$ cat src/rtl/onehot_encoder_arbiter.sv
// ----------------------------------------------------------------------------
// onehot_encoder_arbiter
//   Picks one requester out of a level-sensitive request vector, acknowledges
//   it with a one-cycle grant pulse and hands its binary index to a single
//   consumer over a valid/ready interface. The priority scheme is either
//   fixed, where the lowest index wins, or round-robin, where the search
//   starts at a pointer that rotates past each accepted requester. The output
//   stage is either registered, with one cycle of latency and full
//   throughput, or purely combinational.
//
// Parameters
//   WIDTH       number of request lines (>= 2, any value)
//   SPLIT       group size of the two-level priority search tree
//   MODE        0: fixed priority, 1: round-robin
//   REGISTERED  1: registered output stage, 0: combinational output
//
// Ports
//   clk      in   1          clock, rising edge
//   rst      in   1          synchronous active-high reset
//   dec_vld  in   WIDTH      request vector
//   dec_gnt  out  WIDTH      one-hot grant pulse for the accepted requester
//   enc_vld  out  1          encoded output valid
//   enc_rdy  in   1          consumer ready
//   enc_idx  out  WIDTH_LOG  index of the granted requester
// ----------------------------------------------------------------------------
module onehot_encoder_arbiter #(
   parameter int WIDTH      = 16,
   parameter int SPLIT      = 4,
   parameter int MODE       = 0,
   parameter int REGISTERED = 1,
   localparam int WIDTH_LOG = $clog2(WIDTH)
) (
   input  logic                 clk,
   input  logic                 rst,
   input  logic [WIDTH-1:0]     dec_vld,
   output logic [WIDTH-1:0]     dec_gnt,
   output logic                 enc_vld,
   input  logic                 enc_rdy,
   output logic [WIDTH_LOG-1:0] enc_idx
);

   localparam int unsigned NGRP = (WIDTH + SPLIT - 1) / SPLIT;
   localparam int unsigned PADW = NGRP * SPLIT;

   // Lowest set bit of v, returned as {found, index}. First level finds the
   // lowest bit inside each SPLIT-wide group, second level the lowest
   // non-empty group. The vector is zero-padded to a whole number of groups.
   function automatic logic [WIDTH_LOG:0] first_set(input logic [WIDTH-1:0] v);
      logic [PADW-1:0]      vp;
      logic [NGRP-1:0]      grp_any;
      logic [WIDTH_LOG-1:0] grp_idx [NGRP];
      logic                 found;
      logic [WIDTH_LOG-1:0] idx;
      vp      = PADW'(v);
      grp_any = '0;
      found   = 1'b0;
      idx     = '0;
      for (int unsigned g = 0; g < NGRP; g++) begin
         grp_idx[g] = '0;
         for (int unsigned k = 0; k < SPLIT; k++) begin
            if (vp[g*SPLIT + k] && !grp_any[g]) begin
               grp_any[g] = 1'b1;
               grp_idx[g] = WIDTH_LOG'(g*SPLIT + k);
            end
         end
      end
      for (int unsigned g = 0; g < NGRP; g++) begin
         if (grp_any[g] && !found) begin
            found = 1'b1;
            idx   = grp_idx[g];
         end
      end
      return {found, idx};
   endfunction

   logic [WIDTH_LOG-1:0] ptr_q, ptr_d;
   logic [WIDTH-1:0]     hi_mask;
   logic [WIDTH_LOG:0]   first_all, first_hi;
   logic                 found;
   logic [WIDTH_LOG-1:0] winner;
   logic [WIDTH-1:0]     win_oh;
   logic                 accept;

   // Round-robin search: the lowest requester at or above ptr wins; if there
   // is none, the search wraps and the lowest requester overall wins.
   always_comb begin
      hi_mask = '0;
      for (int unsigned i = 0; i < WIDTH; i++) begin
         hi_mask[i] = (WIDTH_LOG'(i) >= ptr_q);
      end
   end

   assign first_all = first_set(dec_vld);
   assign first_hi  = first_set(dec_vld & hi_mask);
   assign found     = first_all[WIDTH_LOG];
   assign winner    = (MODE == 1 && first_hi[WIDTH_LOG]) ? first_hi[WIDTH_LOG-1:0]
                                                         : first_all[WIDTH_LOG-1:0];

   always_comb begin
      win_oh = '0;
      for (int unsigned i = 0; i < WIDTH; i++) begin
         win_oh[i] = found && (winner == WIDTH_LOG'(i));
      end
   end

   // Explicit wrap keeps ptr inside 0..WIDTH-1 for non-power-of-2 WIDTH.
   always_comb begin
      ptr_d = ptr_q;
      if (MODE == 1 && accept) begin
         ptr_d = (winner == WIDTH_LOG'(WIDTH - 1)) ? '0 : winner + WIDTH_LOG'(1);
      end
   end

   always_ff @(posedge clk) begin
      if (rst) begin
         ptr_q <= '0;
      end else begin
         ptr_q <= ptr_d;
      end
   end

   if (REGISTERED != 0) begin : g_reg
      logic                 vld_q, vld_d;
      logic [WIDTH_LOG-1:0] idx_q, idx_d;
      logic [WIDTH-1:0]     gnt_q, gnt_d;
      logic                 acc_rdy;

      // A new result may be loaded when the stage is empty or draining now.
      assign acc_rdy = !vld_q || enc_rdy;
      assign accept  = acc_rdy && found;

      always_comb begin
         vld_d = vld_q;
         idx_d = idx_q;
         gnt_d = '0;
         if (accept) begin
            vld_d = 1'b1;
            idx_d = winner;
            gnt_d = win_oh;
         end else if (enc_rdy) begin
            vld_d = 1'b0;
         end
      end

      always_ff @(posedge clk) begin
         if (rst) begin
            vld_q <= 1'b0;
            idx_q <= '0;
            gnt_q <= '0;
         end else begin
            vld_q <= vld_d;
            idx_q <= idx_d;
            gnt_q <= gnt_d;
         end
      end

      assign enc_vld = vld_q;
      assign enc_idx = idx_q;
      assign dec_gnt = gnt_q;
   end else begin : g_comb
      assign accept  = found && enc_rdy;
      assign enc_vld = found;
      assign enc_idx = found ? winner : '0;
      assign dec_gnt = win_oh & {WIDTH{enc_rdy}};
   end

endmodule
$ cat config.mk
export PLATFORM = sky130hd
export DESIGN_NAME = onehot_encoder_arbiter
export DESIGN_NICKNAME = d
export VERILOG_FILES = /design/src/rtl/onehot_encoder_arbiter.sv
export SDC_FILE = /design/constraint.sdc
export NUM_CORES = 1
export LEC_CHECK = 0
export ABC_AREA = 1
export BUFFER_PORTS_ARGS = -buffer_cell sky130_fd_sc_hd__buf_4
export CORE_MARGIN = 2
export CORE_UTILIZATION = 46
export CTS_CLUSTER_DIAMETER = 200
export DETAILED_ROUTE_END_ITERATION = 10
export GPL_ROUTABILITY_DRIVEN = 1
export PLACE_DENSITY_LB_ADDON = 0.08
export SLEW_MARGIN = 5
export SYNTH_ARGS = -nofsm -noshare
export SYNTH_HDL_FRONTEND = slang
export SYNTH_SLANG_ARGS = --single-unit
export TNS_END_PERCENT = 5
$ cat constraint.sdc
create_clock -name clk -period 1.62 [get_ports clk]
set_clock_uncertainty 0.1 [all_clocks]
set_input_delay 0.324 -clock clk [delete_from_list [all_inputs] [get_ports clk]]
set_output_delay 0.324 -clock clk [all_outputs]
set_load 0.05 [all_outputs]
# Yosys cells after proc, flatten, opt, wreduce, memory -nomap -nowiden
# Index checks and enable logic that the tools add are counted.
[classes] n_eq_ne=15 muxes=41 bitwise_logic=1 n_reduce_logical=52
[ops] operator="$mux W4" count=13
[ops] operator="$eq A4 B4 Y1 const B" count=8
[ops] operator="$logic_and A1 B1 Y1" count=32
[ops] operator="$mux W1" count=23
[ops] operator="$eq A4 B3 Y1 const B" count=4
[ops] operator="$logic_not A1 Y1" count=16
[ops] operator="$eq A4 B2 Y1 const B" count=2
[ops] operator="$mux W2" count=3
[ops] operator="$mux W3" count=2
[ops] operator="$eq A4 B1 Y1 const B" count=1
[ops] operator="$logic_not A4 Y1" count=1
[ops] operator="$reduce_bool A2 Y1" count=1
[ops] operator="$reduce_or A2 Y1" count=1
[ops] operator="$logic_or A1 B1 Y1" count=1
[ops] operator="$not A1 Y1" count=1
[totals] ff_bits=21 input_bits=19 output_inout_bits=21 wordCells=112

# Depth between registers and ports, before layout
# Gate-level depths: netlist of the first run.
[depth] ltp_word=23 depth_mapped=10 depth_no_buf=10

# Worst setup path after synthesis of the first run
# No wires, ideal clock.
[synth_timing] path_type="register -> register" from="register g_reg.vld_q (netlist: enc_vld)" to="register g_reg.idx_q[2] (netlist: enc_idx[2])" setup_time_ps=113 arrival_time_ps=1171 required_ps=1407 setup_slack_ps=236 path_stages_with_launch=8 n_path_buf=0 synth_period_minus_slack_ps=1384 path_cell_list="dfxtp_1 -> inv_1 -> nor2_1 -> inv_1 -> nand2_4 -> inv_4 -> nor2_1 -> nor2_1"
[synth_via] elab_chain_len=3
[synth_lines] item="start, declared" line_no="123" text="logic vld_q, vld_d;"
[synth_lines] item="start signal, assigned" line_no="151" text="vld_q <= vld_d;"
[synth_lines] item="$logic_not A1 Y1" line_no="129" text="assign acc_rdy = !vld_q || enc_rdy;"
[synth_lines] item="$logic_or A1 B1 Y1" line_no="129"
[synth_lines] item="$logic_and A1 B1 Y1" line_no="130" text="assign accept = acc_rdy && found;"
[synth_lines] item="end signal, assigned" line_no="152" text="idx_q <= idx_d;"
[synth_lines] item="end, declared" line_no="124" text="logic [WIDTH_LOG-1:0] idx_q, idx_d;"
# Every way passes these cells.
# A chain may end at the register's enable or synchronous reset.

# Final worst setup path of the first run
[layout_timing] from="input port dec_vld[5]" to="register g_reg.gnt_q[4] (netlist: dec_gnt[4])"
[layout_via] elab_chain_len=19 elab_cells_between_ends=27 cone_classes="1 x eq/ne; 12 x mux; 1 x bitwise; 13 x reduce/logical"
[layout_lines] item="start, declared" line_no="35" text="input logic [WIDTH-1:0] dec_vld,"
[layout_lines] item="$logic_and A1 B1 Y1 *" line_no="61" text="if (vp[g*SPLIT + k] && !grp_any[g]) begin"
[layout_lines] item="branches (longest 18 deep; another with $mux W1)"
[layout_lines] item="end signal, assigned" line_no="153" text="gnt_q <= gnt_d;"
[layout_lines] item="end, declared" line_no="125" text="logic [WIDTH-1:0] gnt_q, gnt_d;"
# Mark *: on every way between the ends.

==> results.py, run 1 <==
metrics = {
    "outcome": {
        "status": "completed",
    },
    "placed_design": {
        "finalWeightedCongestion": 0.842,
        "placement.io_buffers": 39,
        "place_ws_ns": 0.0356,
        "hpwlAfterDp_mm": 1.63,
    },
    "yosys": {
        "synth-compound-area-share_pct": 5.64,
        "synth.distinct_cells": 20,
        "synth_xor_xnor_area_share_pct": 0,
        "syn_area_um2": 976,
        "synth_fa_ha_area_share_pct": 0,
        "syn_nets": 159,
        "syn_area_per_cell_um2": 6.97,
        "yosys_most_used_dff": "dfxtp_1",
        "synth_top_family_by_area": "simple AND/OR/NAND/NOR gates",
        "synth.mux.area_fraction_pct": 0,
        "synth-simple-area-share_pct": 41.0,
        "yosysSeqAreaShare_pct": 43.1,
        "ys_seq_elements": 21,
        "synth_warnings": 0,
        "synthCells": 140,
        "async_flop_share_pct": 0,
        "synth-edff-count": 0,
    },
    "critical_path": {
        "crit_path_top_delay_cell": "nor2_1",
        "crit_top_cell": "nand2_1",
        "worstPathArrival_ns": 1.41,
        "cp-start-kind": "input pin",
        "cp_slowest_stage_delay_ns": 0.16,
        "cp-end-kind": "flop",
        "crit_fanout": 4,
        "worst-setup-path-type": "input pin to flop",
        "worstPathCellList": "buf_4 > nor2_1 > nand2_2 > nand2_1 > nand2_1 > nand2_1 > nand2_1 > nor2_1 > nand2_1 > nor2_1",
        "cpLargestDelayFamily": "simple AND/OR/NAND/NOR gates",
        "crit_buf_inv": 1,
        "crit_required_ns": 1.76,
    },
    "drt": {
        "first_pass_iters": 5,
        "viasPerCell": 4.51,
        "postRouteWirelength_mm": 1.94,
        "ant_nets": 0,
        "wl_per_cell_um": 9.24,
        "route.detailed.drc": 0,
        "drt_iter0_drc": 16,
        "vias": 948,
    },
    "finish": {
        "drive_gt1_share_pct": 32.2,
        "nets": 203,
        "nFillCells": 179,
        "antenna_cells": 0,
        "area.growth.synth_to_final_pct": 36.2,
    },
    "cts": {
        "cts-htree-levels": 1,
        "holdBufCountCts": 0,
        "cts.path.max_buffers": 2,
        "clk_latency_ns": 0.30,
        "clk_pin_slew_ns": 0.10,
        "post_cts_buffers": 0,
        "numClockSinks": 21,
        "cts_made_buffers": 3,
        "cts_tree": "built",
        "cts_root_buffer": "clkbuf_4",
        "cts_resized": 0,
    },
    "global_routing": {
        "grt.overflow.total": 0,
        "gr-usage-all-layers_pct": 17.1,
        "antenna_found_initial": 0,
        "grt_pass1_wl_mm": 3.37,
        "grt_max_degree": 12,
        "first_global_vias": 838,
    },
    "sta": {
        "final.setup.tns_ns": 0,
        "rsz0062_at_grt": "no",
        "fin_crit_sh_pct": 78.4,
        "slew_violations": 0,
        "relSlewSlack_pct": 84.8,
        "tightest_slew_ns": 0.226,
        "period_minus_slack_ns": 1.27,
        "setup_violations": 0,
        "max_freq_mhz": 788,
        "finalHoldViolCount": 0,
        "setup_slack_ns": 0.350,
    },
    "die": {
        "die_area_um2": 2510,
        "core-area_um2": 1980,
        "num_rows": 16,
        "die_h_um": 50.1,
        "boundaryPins": 40,
        "dieWidth_um": 50.1,
        "initial_core_util_pct": 49.2,
    },
    "power_and_ir_drop": {
        "peakVddDrop_mv": 0.475,
        "p_per_area_nw_per_um2": 719,
        "leakagePower_nw": 0.735,
    },
    "flow_run": {
        "drv_cap": 0,
    },
    "min_path": {
        "worstHoldPathType": "input pin to flop",
    },
}
## cells by family (layout without fill, tap and decap cells)
group / Yosys count / after routing
AOI/OAI and AO/OA: 10 / 10
buffers and inverters: 26 / 69
DFF: 21 / 21
and+or+nand+nor: 83 / 83
## final timing paths
kind	start	to	slack (ns)	cells past startpoint
max	dec_vld[5]	dec_gnt[4]	0.35	10
min	dec_vld[0]	dec_gnt[1]	0.12	2
max reg2reg	enc_vld	dec_gnt[9]	0.49	7
min reg2reg	enc_idx[3]	enc_idx[3]	0.39	2
## cell type report
class,count,area [um^2],area share (%)
Clock buffer,4,26.3,1.98
Inverter,26,100,7.53
Multi-Input combinational cell,93,455,34.3
Sequential cell,21,420,31.6
Tap cell,27,33.8,2.54
Timing Repair Buffer,39,293,22.0
## where the power goes
group | internal [mW] | total [mW] | leakage, nW | switching, mW
Sequential | 0.527 | 0.531 | 0.171 | 0.00415
Clock | 0.0960 | 0.238 | 0.0150 | 0.142
Combinational | 0.0709 | 0.187 | 0.550 | 0.116
## stage by stage
stage | cell area (um^2) | utilization (%) | std cells | power (mW) | hold WS [ns]
after floorplan | 976 | - | 140 | 0.657 | 0.301
after global placement | 1300 | 65.7 | 206 | 0.726 | 0.383
after detailed placement | 1300 | 65.7 | 206 | 0.730 | 0.373
after CTS | 1330 | 67.0 | 210 | 0.957 | 0.124
after global routing | 1330 | 67.0 | 210 | 1.01 | 0.111
final | 1330 | 67.0 | 210 | 0.956 | 0.120
## sequential cells by signal (all words and copies together), names as in the netlist
signal   cells
enc_vld      1
enc_idx      4
dec_gnt     16
## layer usage
metal | global-route usage (%) | wire (um) | part of all wire (%) | vias up
li1 | - | - | - | 512
met1 | 21.1 | 832 | 43 | 400
met2 | 28.9 | 955 | 49 | 34
met3 | 4.24 | 134 | 6.9 | 2
met4 | 5.09 | 19 | 0.98 | 0
met5 | 0 | 0 | 0 | -
## placed cells by master (no fill, tap or decap), types with 3 or more instances in the layout
cell / instances
nand2_1: 24
nor2_1: 28
inv_1: 24
a21oi_1: 5
dfxtp_1: 21
nand2_2: 8
nor2_2: 3
nand3_1: 11
o21ai_0: 3
clkbuf_4: 3
nor3_1: 3
buf_4: 39
## synth_stat cells, types with 3 or more instances
cell type	number	area share, %
nand3_1	11	5.6
inv_1	24	9.2
nor2_2	3	1.9
nand2_1	24	9.2
o21ai_0	3	1.5
nor3_1	3	1.5
dfxtp_1	21	43
nand2_2	8	5.1
nor2_1	28	11
a21oi_1	5	2.6
(Power assumes the default switching activity.)
==> run 2: changes to the inputs <==
Settings changed: ABC_AREA 1 to 0, CORE_UTILIZATION 46 to 44.
Clock period 1.62 ns to 1.2 ns, I/O delays scaled along.
==> results.py, run 2 <==
metrics = {
    "die": {
        "core-area_um2": 1780,
        "die_area_um2": 2310,
        "die_h_um": 48.1,
        "dieWidth_um": 48.1,
        "boundaryPins": 40,
        "num_rows": 15,
        "initial_core_util_pct": 48.0,
    },
    "yosys": {
        "post-synth-top-area-fraction_pct": 49.1,
        "synth.distinct_cells": 31,
        "synth_area_leaders": "dfxtp_1, nor3_1, nor2_1",
        "yosysSeqAreaShare_pct": 49.1,
        "syn_nets": 113,
        "syn_area_um2": 856,
        "synth_most_common_cell": "dfxtp_1",
        "synth_warnings": 0,
        "synth-edff-count": 0,
        "synthCells": 94,
        "synthTopCellsByCount": "dfxtp_1, nor3_1, nor2_1, a21oi_1",
        "ys_seq_elements": 21,
        "yosys_most_used_dff": "dfxtp_1",
        "synth_top_area_cell": "dfxtp_1",
        "syn_area_per_cell_um2": 9.10,
        "async_flop_share_pct": 0,
    },
    "cts": {
        "cts_root_buffer": "clkbuf_4",
        "cts_made_buffers": 3,
        "clk_pin_slew_ns": 0.13,
        "numClockSinks": 21,
        "cts.path.max_buffers": 2,
        "cts-htree-levels": 1,
        "cts_tree": "built",
        "clk_latency_ns": 0.32,
    },
    "critical_path": {
        "cp_slowest_stage_delay_ns": 0.57,
        "worstPathArrival_ns": 1.89,
        "r2r_start": "enc_vld",
        "r2r_cells": 4,
        "crit_required_ns": 1.33,
        "timing.critical_path.from": "dec_vld[4]",
        "crit_end": "enc_idx[0]",
        "cpLargestDelayFamily": "simple AND/OR/NAND/NOR gates",
        "cp-end-kind": "flop",
        "worst-setup-path-type": "input pin to flop",
        "worstPathCellList": "buf_8 > or4_4 > nor4_4 > nor2_2 > or3b_4 > o41ai_4",
        "crit_fanout": 4,
        "crit_path_top_delay_cell": "or4_4",
        "r2r_slack_ns": -0.25,
        "timing.rr.end": "dec_gnt[5]",
        "crit_cells": 6,
        "crit_buf_inv": 1,
        "cp-start-kind": "input pin",
    },
    "finish": {
        "instances_no_fill": 192,
        "largest_reg_flops": 16,
        "area.growth.synth_to_final_pct": 92.0,
        "layout_commonest_cell": "buf_4",
        "drive_gt1_share_pct": 62.3,
        "fin_util_pct": 92.1,
        "nets": 187,
        "antenna_cells": 0,
        "stdcell_area_um2": 1640,
        "mostFrequentLayoutCells": "buf_4, dfxtp_1, buf_6",
    },
    "power_and_ir_drop": {
        "leakagePower_nw": 0.730,
        "peakVddDrop_mv": 0.951,
        "internal-power_mw": 1.01,
        "p_per_area_nw_per_um2": 891,
        "swShare_pct": 30.7,
        "p_sw_mw": 0.449,
        "p_seq_share_pct": 49.3,
        "clockPowerShare_pct": 24.3,
        "combPwrFrac_pct": 26.4,
    },
    "sta": {
        "fin_crit_sh_pct": 147,
        "period_minus_slack_ns": 1.76,
        "setup_violations": 24,
        "rsz0062_at_grt": "yes",
        "max_freq_mhz": 568,
        "setup_slack_ns": -0.561,
        "slew_violations": 0,
        "tightest_slew_ns": 0.498,
        "final.setup.tns_ns": -7.75,
        "relSlewSlack_pct": 66.6,
        "finalHoldViolCount": 0,
    },
    "placed_design": {
        "finalWeightedCongestion": 0.799,
        "hpwlAfterDp_mm": 1.99,
        "place_area_um2": 1410,
        "place_ws_ns": -0.769,
        "numPlacedInstances": 187,
        "placement.io_buffers": 39,
    },
    "global_routing": {
        "grt_use_met2_pct": 49.9,
        "gr-usage-all-layers_pct": 27.3,
        "grt_pass1_wl_mm": 4.36,
        "grt_max_degree": 13,
        "grt.busiest_layer": "met2",
        "first_global_vias": 1019,
        "grtUsageMet1_pct": 28.3,
        "grt.met3_usage_pct": 5.19,
        "grt.overflow.total": 0,
        "antenna_found_initial": 0,
    },
    "min_path": {
        "worstHoldPathType": "input pin to flop",
        "worstHoldPathCells": 3,
        "hold_start": "rst",
    },
    "drt": {
        "drt_iter0_drc": 49,
        "ant_nets": 0,
        "route.detailed.drc": 0,
        "postRouteWirelength_mm": 4.17,
        "wl_per_cell_um": 21.7,
        "viasPerCell": 6.32,
        "first_pass_iters": 4,
        "vias": 1213,
    },
    "outcome": {
        "violations": "negative setup slack",
        "status": "finished, violations left",
    },
    "flow_run": {
        "drv_cap": 0,
    },
}
## run 2: cell types whose count changed after synthesis, sizes merged, moves of 5 or more
cell	previous run	this run
nand2	33	3
inv	26	4
nor2	33	12
nor3	3	14
nand3	12	2
nor4	0	5
## run 2: metrics by stage
stage / hold WS, ns / total power, mW
6_report: 0.142 / 1.46
5_1_grt: 0.137 / 1.50
4_1_cts: 0.111 / 1.38
3_5_place_dp: 0.372 / 1.03
3_3_place_gp: 0.367 / 1.02
2_1_floorplan: 0.209 / 0.861
## run 2: kinds of logic (layout without fill, tap and decap cells)
| logic type | after synthesis | count (layout) | share of synthesized area [%] |
|---|---|---|---|
| AOI/OAI and AO/OA | 18 | 18 | 13.7 |
| buffers and inverters | 6 | 79 | 2.78 |
| and+or+nand+nor | 49 | 49 | 34.4 |
| DFF | 21 | 21 | 49.1 |
## run 2: metal layers
layer	vias up	wire length [um]
met5	-	0
li1	492	-
met2	122	2050
met4	0	358
met3	55	424
met1	544	1340
## run 2: worst reg2reg max path: stages, from the launching register on
cell	delay [ns]
dfxtp_2	0.35
nor2b_2	0.17
nor2_2	0.21
nand3_1	0.27
nor3_1	0.26
## run 2: how the worst min path moves through the flow
| stage | to | slack, ns |
|---|---|---|
| after CTS | enc_idx[1] | 0.11 |
| after global placement | enc_idx[1] | 0.37 |
| after floorplan | enc_idx[1] | 0.21 |
| after global routing | enc_vld | 0.14 |
| after detailed placement | enc_idx[1] | 0.37 |
| final | enc_vld | 0.14 |
## run 2: layout make-up
class / count / area [um^2]
clock buffer: 3 / 22.5
clock inverter: 1 / 5.00
fill: 62 / 140
inverter: 4 / 15.0
multi-input combinational: 67 / 532
sequential: 21 / 425
tap: 25 / 31.3
timing repair buffer: 71 / 612
## run 2: power by group through the flow
stage	Combinational [mW]	Sequential (mW)	Clock, mW
finish	0.386	0.722	0.355
detailed placement	0.296	0.733	0
floorplan	0.0769	0.784	0
global route	0.400	0.723	0.376
CTS	0.324	0.718	0.335
global placement	0.288	0.733	0
## run 2: repair_timing
| action | CTS | global route |
|---|---|---|
| setup endpoints to repair | 25 | 32 |
| resized for setup | 22 | 27 |
| hold buffers | 0 | 0 |
| pin swaps | 14 | 7 |
| setup buffers | 1 | 0 |
